<file path="config.mk">
export PLATFORM = sky130hd
export DESIGN_NAME = exec_unit
export DESIGN_NICKNAME = d
export VERILOG_FILES = /design/src/rtl/alu_pkg.sv /design/src/rtl/mul_iter.sv /design/src/rtl/exec_unit.sv
export SDC_FILE = /design/constraint.sdc
export NUM_CORES = 1
export LEC_CHECK = 0
export BUFFER_PORTS_ARGS = -buffer_cell sky130_fd_sc_hd__buf_2
export CAP_MARGIN = 20
export CORE_MARGIN = 2
export CORE_UTILIZATION = 60
export DETAILED_ROUTE_END_ITERATION = 6
export PLACE_DENSITY = 0.81
export SLEW_MARGIN = 5
export SYNTH_ARGS = -nofsm -noshare
export SYNTH_HDL_FRONTEND = slang
export SYNTH_SLANG_ARGS = --single-unit
</file>
<file path="constraint.sdc">
create_clock -name clk -period 7.7 [get_ports clk]
set_clock_uncertainty 0.05 [all_clocks]
set_input_delay 1.54 -clock clk [delete_from_list [all_inputs] [get_ports clk]]
set_output_delay 1.54 -clock clk [all_outputs]
set_load 0.005 [all_outputs]
</file>
<file path="src/rtl/alu_pkg.sv">
// Shared definitions for the execution unit: opcodes, FSM states,
// NZCV flag bit positions and the iterative multiplier length.
package alu_pkg;

  typedef enum logic [2:0] {
    OP_ADD = 3'd0,
    OP_SUB = 3'd1,
    OP_AND = 3'd2,
    OP_ORR = 3'd3,
    OP_EOR = 3'd4,
    OP_MOV = 3'd5,
    OP_MUL = 3'd6,
    OP_NOP = 3'd7
  } op_e;

  typedef enum logic [1:0] {
    S_IDLE = 2'd0,
    S_BUSY = 2'd1,
    S_DONE = 2'd2
  } state_e;

  // Bit positions inside the 4-bit NZCV flag vector.
  localparam int FLAG_N = 3;
  localparam int FLAG_Z = 2;
  localparam int FLAG_C = 1;
  localparam int FLAG_V = 0;

  // One multiplier bit is consumed per cycle.
  localparam int MUL_CYCLES = 32;

endpackage : alu_pkg

</file>
<file path="src/rtl/mul_iter.sv">
// Iterative shift-add multiplier: retires one multiplier bit per cycle and
// produces the low WIDTH bits of a*b after CYCLES cycles. done is asserted
// during the final iteration, with product already including that step.
module mul_iter
  import alu_pkg::*;
#(
  parameter int WIDTH  = 32,
  parameter int CYCLES = MUL_CYCLES
) (
  input  logic             clk,
  input  logic             reset,
  input  logic             start,
  input  logic [WIDTH-1:0] a,
  input  logic [WIDTH-1:0] b,
  output logic             done,
  output logic [WIDTH-1:0] product
);

  localparam int CW = (CYCLES > 1) ? $clog2(CYCLES) : 1;

  logic             busy;
  logic [CW-1:0]    cnt;
  logic [WIDTH-1:0] multiplicand;
  logic [WIDTH-1:0] multiplier;
  logic [WIDTH-1:0] acc;
  logic [WIDTH-1:0] acc_next;
  logic             last;

  // Partial-product add for the current multiplier bit.
  always_comb begin
    acc_next = acc + (multiplier[0] ? multiplicand : '0);
  end

  assign last    = (cnt == CW'(CYCLES - 1));
  assign done    = busy && last;
  assign product = acc_next;

  // Load operands on start, then shift multiplicand left and multiplier
  // right each cycle until the final bit has been accumulated.
  // NOTE: sequential state uses non-blocking assignments so every register
  // samples pre-edge values, independent of statement order.
  always_ff @(posedge clk) begin
    if (reset) begin
      busy         <= 1'b0;
      cnt          <= '0;
      acc          <= '0;
      multiplicand <= '0;
      multiplier   <= '0;
    end else if (start) begin
      busy         <= 1'b1;
      cnt          <= '0;
      acc          <= '0;
      multiplicand <= a;
      multiplier   <= b;
    end else if (busy) begin
      acc          <= acc_next;
      multiplicand <= multiplicand << 1;
      multiplier   <= multiplier >> 1;
      cnt          <= cnt + CW'(1);
      if (last) begin
        busy <= 1'b0;
      end
    end
  end

endmodule : mul_iter

</file>
<file path="src/rtl/exec_unit.sv">
// Execution unit: accepts an op/operand bundle on a valid/ready handshake,
// computes the ALU result and NZCV flags (single cycle, or iteratively for
// MUL), holds the result until downstream takes it, and drives the
// register-file write port on that handshake.
module exec_unit
  import alu_pkg::*;
#(
  parameter int WIDTH = 32
) (
  input  logic             clk,
  input  logic             reset,
  input  logic             in_valid,
  output logic             in_ready,
  input  logic [2:0]       op,
  input  logic [WIDTH-1:0] a,
  input  logic [WIDTH-1:0] b,
  input  logic [3:0]       dest,
  input  logic             wb,
  output logic             out_valid,
  input  logic             out_ready,
  output logic [WIDTH-1:0] result,
  output logic [3:0]       flags,
  output logic [3:0]       write_addr,
  output logic [WIDTH-1:0] write_data,
  output logic             wr_en
);

  state_e           state;
  logic [WIDTH-1:0] result_q;
  logic [3:0]       flags_q;
  logic [3:0]       dest_q;
  logic             wb_q;

  logic             accept;
  logic             is_mul;
  logic [WIDTH:0]   sum;
  logic [WIDTH:0]   diff;
  logic [WIDTH-1:0] alu_res;
  logic             alu_c;
  logic             alu_v;
  logic             alu_wb;
  logic [3:0]       alu_flags;
  logic             mul_done;
  logic [WIDTH-1:0] mul_product;
  logic [3:0]       mul_flags;

  // A new bundle may enter when idle, or when the held result leaves this cycle.
  assign in_ready = !reset && ((state == S_IDLE) || (state == S_DONE && out_ready));
  assign accept   = in_valid && in_ready;
  assign is_mul   = (op_e'(op) == OP_MUL);

  assign sum  = {1'b0, a} + {1'b0, b};
  assign diff = {1'b0, a} - {1'b0, b};

  // Single-cycle ALU and NZCV flags from the presented operands.
  // NOTE: every output of this block gets a default first so no path leaves
  // a variable unassigned, which would otherwise infer a latch.
  always_comb begin
    alu_res = '0;
    alu_c   = 1'b0;
    alu_v   = 1'b0;
    alu_wb  = wb;
    case (op_e'(op))
      OP_ADD: begin
        alu_res = sum[WIDTH-1:0];
        alu_c   = sum[WIDTH];
        alu_v   = (a[WIDTH-1] == b[WIDTH-1]) && (sum[WIDTH-1] != a[WIDTH-1]);
      end
      OP_SUB: begin
        alu_res = diff[WIDTH-1:0];
        alu_c   = !diff[WIDTH];
        alu_v   = (a[WIDTH-1] != b[WIDTH-1]) && (diff[WIDTH-1] != a[WIDTH-1]);
      end
      OP_AND:  alu_res = a & b;
      OP_ORR:  alu_res = a | b;
      OP_EOR:  alu_res = a ^ b;
      OP_MOV:  alu_res = b;
      OP_MUL:  alu_res = '0;
      default: alu_wb  = 1'b0;
    endcase
    alu_flags         = '0;
    alu_flags[FLAG_N] = alu_res[WIDTH-1];
    alu_flags[FLAG_Z] = (alu_res == '0);
    alu_flags[FLAG_C] = alu_c;
    alu_flags[FLAG_V] = alu_v;
  end

  // MUL only reports N and Z; C and V stay clear.
  always_comb begin
    mul_flags         = '0;
    mul_flags[FLAG_N] = mul_product[WIDTH-1];
    mul_flags[FLAG_Z] = (mul_product == '0);
  end

  mul_iter #(
    .WIDTH  (WIDTH),
    .CYCLES (MUL_CYCLES)
  ) u_mul (
    .clk     (clk),
    .reset   (reset),
    .start   (accept && is_mul),
    .a       (a),
    .b       (b),
    .done    (mul_done),
    .product (mul_product)
  );

  // Control FSM with registered result, flags and write-back target.
  always_ff @(posedge clk) begin
    if (reset) begin
      state    <= S_IDLE;
      result_q <= '0;
      flags_q  <= '0;
      dest_q   <= '0;
      wb_q     <= 1'b0;
    end else begin
      case (state)
        S_IDLE, S_DONE: begin
          if (accept) begin
            dest_q <= dest;
            wb_q   <= alu_wb;
            if (is_mul) begin
              state <= S_BUSY;
            end else begin
              state    <= S_DONE;
              result_q <= alu_res;
              flags_q  <= alu_flags;
            end
          end else if (state == S_DONE && out_ready) begin
            state <= S_IDLE;
          end
        end
        S_BUSY: begin
          if (mul_done) begin
            state    <= S_DONE;
            result_q <= mul_product;
            flags_q  <= mul_flags;
          end
        end
        default: state <= S_IDLE;
      endcase
    end
  end

  assign out_valid  = (state == S_DONE);
  assign result     = result_q;
  assign flags      = flags_q;
  assign write_addr = dest_q;
  assign write_data = result_q;
  assign wr_en      = out_valid && out_ready && wb_q;

endmodule : exec_unit

</file>
==> impl_metrics.ini <==
[status]
status = complete, no violations

[clocking]
clockRootBuffer = clkbuf_16
hold_buffers = 0
clkSinkCount = 144
cts_setup_buffers = 0
clockBufferDepth = 2
cts.repair.resized = 0
clk_pin_slew_ns = 0.07
clkLatencyLatePin_ns = 0.45
cts_buffers = 17
cts_tree = yes
htreeDepth = 4

[placement]
io_buffers = 150
place.gp.congestion = 1.048
place_area_um2 = 14960
dp_worst_setup_slack_ns = 2.247
hpwl_um = 38500

[sta]
max_freq_ghz = 0.1917
finalCritPeriodShare_pct = 67.74
setup_viol = 0
tightest_slew_ns = 1.218
layout_setup_ws_ns = 2.484
post-route-min-period_ns = 5.216
holdWs_ns = 0.4139
tns_ns = 0
drv_slew = 0
max_slew_margin_pct = 18.52
finalHoldViolCount = 0
grt_setup_unrepaired = false

[worst_setup_path]
required_ns = 8.02
r2r_cells = 13
crit_type = in2reg
cp_max_fo = 43
critPathMaxStageDelay_ns = 0.64
crit_arrival_ns = 5.54
cp-end-kind = register
cpMostUsedCell = nor4b_1
startpoint_type = input port
crit_path_top_delay_cell = buf_2
cp_cell_sequence = buf_2, nor2_1, a221oi_1, o21ai_0, nor4_1, nor4b_1, nand4b_1, or4_1, nor4b_1, nand4_1, o21bai_1

[synth]
synthMuxAreaShare_pct = 7.026
synth_edf_count = 0
yosysWarnings = 0
synth-adder-area-share_pct = 12.40
ys_async_sr_fraction_pct = 0
synth_xor_area_share_pct = 2.189
netlist_instances = 1917
netlist-cell-type-count = 95
synthTopCellsByCount = nor2_1 (247), a21oi_1 (158), dfxtp_1 (144)
netlist_area_um2 = 14410
syn_nets = 2134
synth_compound_area_share_pct = 30.61
yosysSeqAreaShare_pct = 20.01
ys.flop_type = dfxtp_1
synth_seq_cells = 144
syn_avg_cell_area_um2 = 7.515
synth.largest_area_cell = dfxtp_1
synthTopCellsByArea = dfxtp_1 (20%), ha_1 (12%), mux2i_1 (6.9%), nor2_1 (6.4%), a21oi_1 (5.5%)
synth_top_family_by_area = compound AO/OA/AOI/OAI gates
synth_top_area_share_pct = 20.01
synth-simple-area-share_pct = 19.59
synth.most_common_cell = nor2_1

[drt]
routedWlPerCell_um = 22.33
ant_nets = 0
drt_pass1_iterations = 7
routed-via-count = 15350
finalWirelength_um = 50920
avgViaCountPerCell = 6.731
drt_iter0_markers = 1865
drc = 0

[die]
start_util_pct = 61.19
row_count = 56
ios = 151
core_area_um2 = 23540
die_h_um = 159.0
dieArea_um2 = 25270
die_w_um = 159.0

[cells_and_area]
drive_above_1_share_pct = 11.93
num_antenna_cells = 0
layout.nets = 2165
final_area_um2 = 15550
final_util_pct = 66.04
area_delta_synth_final_pct = 7.930

[global_routing]
grt_pass1_wl_um = 78120
grt_overflow_total = 0
antenna_found_initial = 0
first_global_vias = 14040
grtUsageTotal_pct = 38.43
grt_max_degree = 78

[power_and_ir_drop]
peakVddDrop_uv = 141.7
p_leak_nw = 6.719
power.density_nw_per_um2 = 148.1

[run]
max_cap_viol_count = 0

[hold_path]
min_path_cells = 2
hp-class = reg2reg
## power breakdown
part           switching (mW)  internal (mW)
combinational           0.427          0.226
clock                   0.425          0.437
sequential             0.0218          0.767
total                   0.874           1.43
## worst max-delay path, delay by kind of cell
kind | cells | cell delay, ns
buf+inv | 1 | 0.64
simple gates | 7 | 2.49
compound gates | 3 | 0.83
## layout make-up
class                           count  area [um2]
Clock buffer                       17       425.4
Clock inverter                     15       166.4
Timing Repair Buffer              168       888.4
Tap cell                          319       399.1
Fill cell                        2140        7994
Multi-Input combinational cell   1504       10360
Inverter                          113       424.2
Sequential cell                   144        2887
## through the flow
| step | instances | power (mW) |
|---|---|---|
| finish | 2280 | 2.303 |
| global route | 2280 | 2.378 |
| CTS | 2280 | 2.281 |
| detailed placement | 2248 | 1.433 |
| global placement | 2248 | 1.428 |
| floorplan | 1917 | 1.231 |
## registers in the layout (all words and copies together) (netlist names)
name,count
result,32
u_mul.cnt,5
u_mul.acc,32
u_mul.busy,1
write_addr,4
wb_q,1
u_mul.multiplicand,32
flags,3
u_mul.multiplier,32
state,2
## path summary, 6_finish.rpt
check / startpoint / to / slack, ns
max: op[0] / flags[2] / 2.48
min: write_addr[1] / write_addr[1] / 0.41
max reg2reg: u_mul.multiplier[0] / flags[2] / 2.86
min reg2reg: write_addr[1] / write_addr[1] / 0.41
## kinds of logic (layout without fill, tap and decap cells)
kind of cell               after synthesis  in the layout
muxes                                  101            101
AOI/OAI and AO/OA                      632            632
buffers and inverters                  269            313
xor gates and xnor gates                36             36
DFF                                    144            144
adders and majority gates              141            141
and+or+nand+nor                        594            594
## metal layers
metal  vias to the layer above  track usage (%)  wire (um)
li1                       7074                -          -
met4                         0            22.19       3128
met5                         -                0          0
met2                       871            60.32      22600
met1                      7232            51.53      20910
met3                       169            4.116       4279
## placed cells by master, fill, tap and decap left out, types with 7 or more instances in the layout
master,count
o21ai_0,75
mux2i_1,100
o21a_1,19
and2_1,45
a221o_1,10
clkbuf_16,17
nand3_1,24
o21bai_1,15
nand2b_1,22
a221oi_1,21
nand2_1,109
o21ai_1,10
o211ai_1,14
nor2_1,246
a31oi_1,10
xnor2_1,26
o22ai_1,13
a211oi_1,100
buf_4,19
nor4_1,11
ha_1,138
nor2b_1,17
nand4_1,14
a211o_1,11
a2111oi_0,7
or3_1,9
dfxtp_1,143
xor2_1,10
a222oi_1,17
o31ai_1,13
and3_1,17
buf_2,149
nor3_1,40
o221ai_1,9
inv_1,106
a22oi_1,14
a21oi_1,158
a21o_1,36
Note: power is estimated with default switching activity, not from simulation.
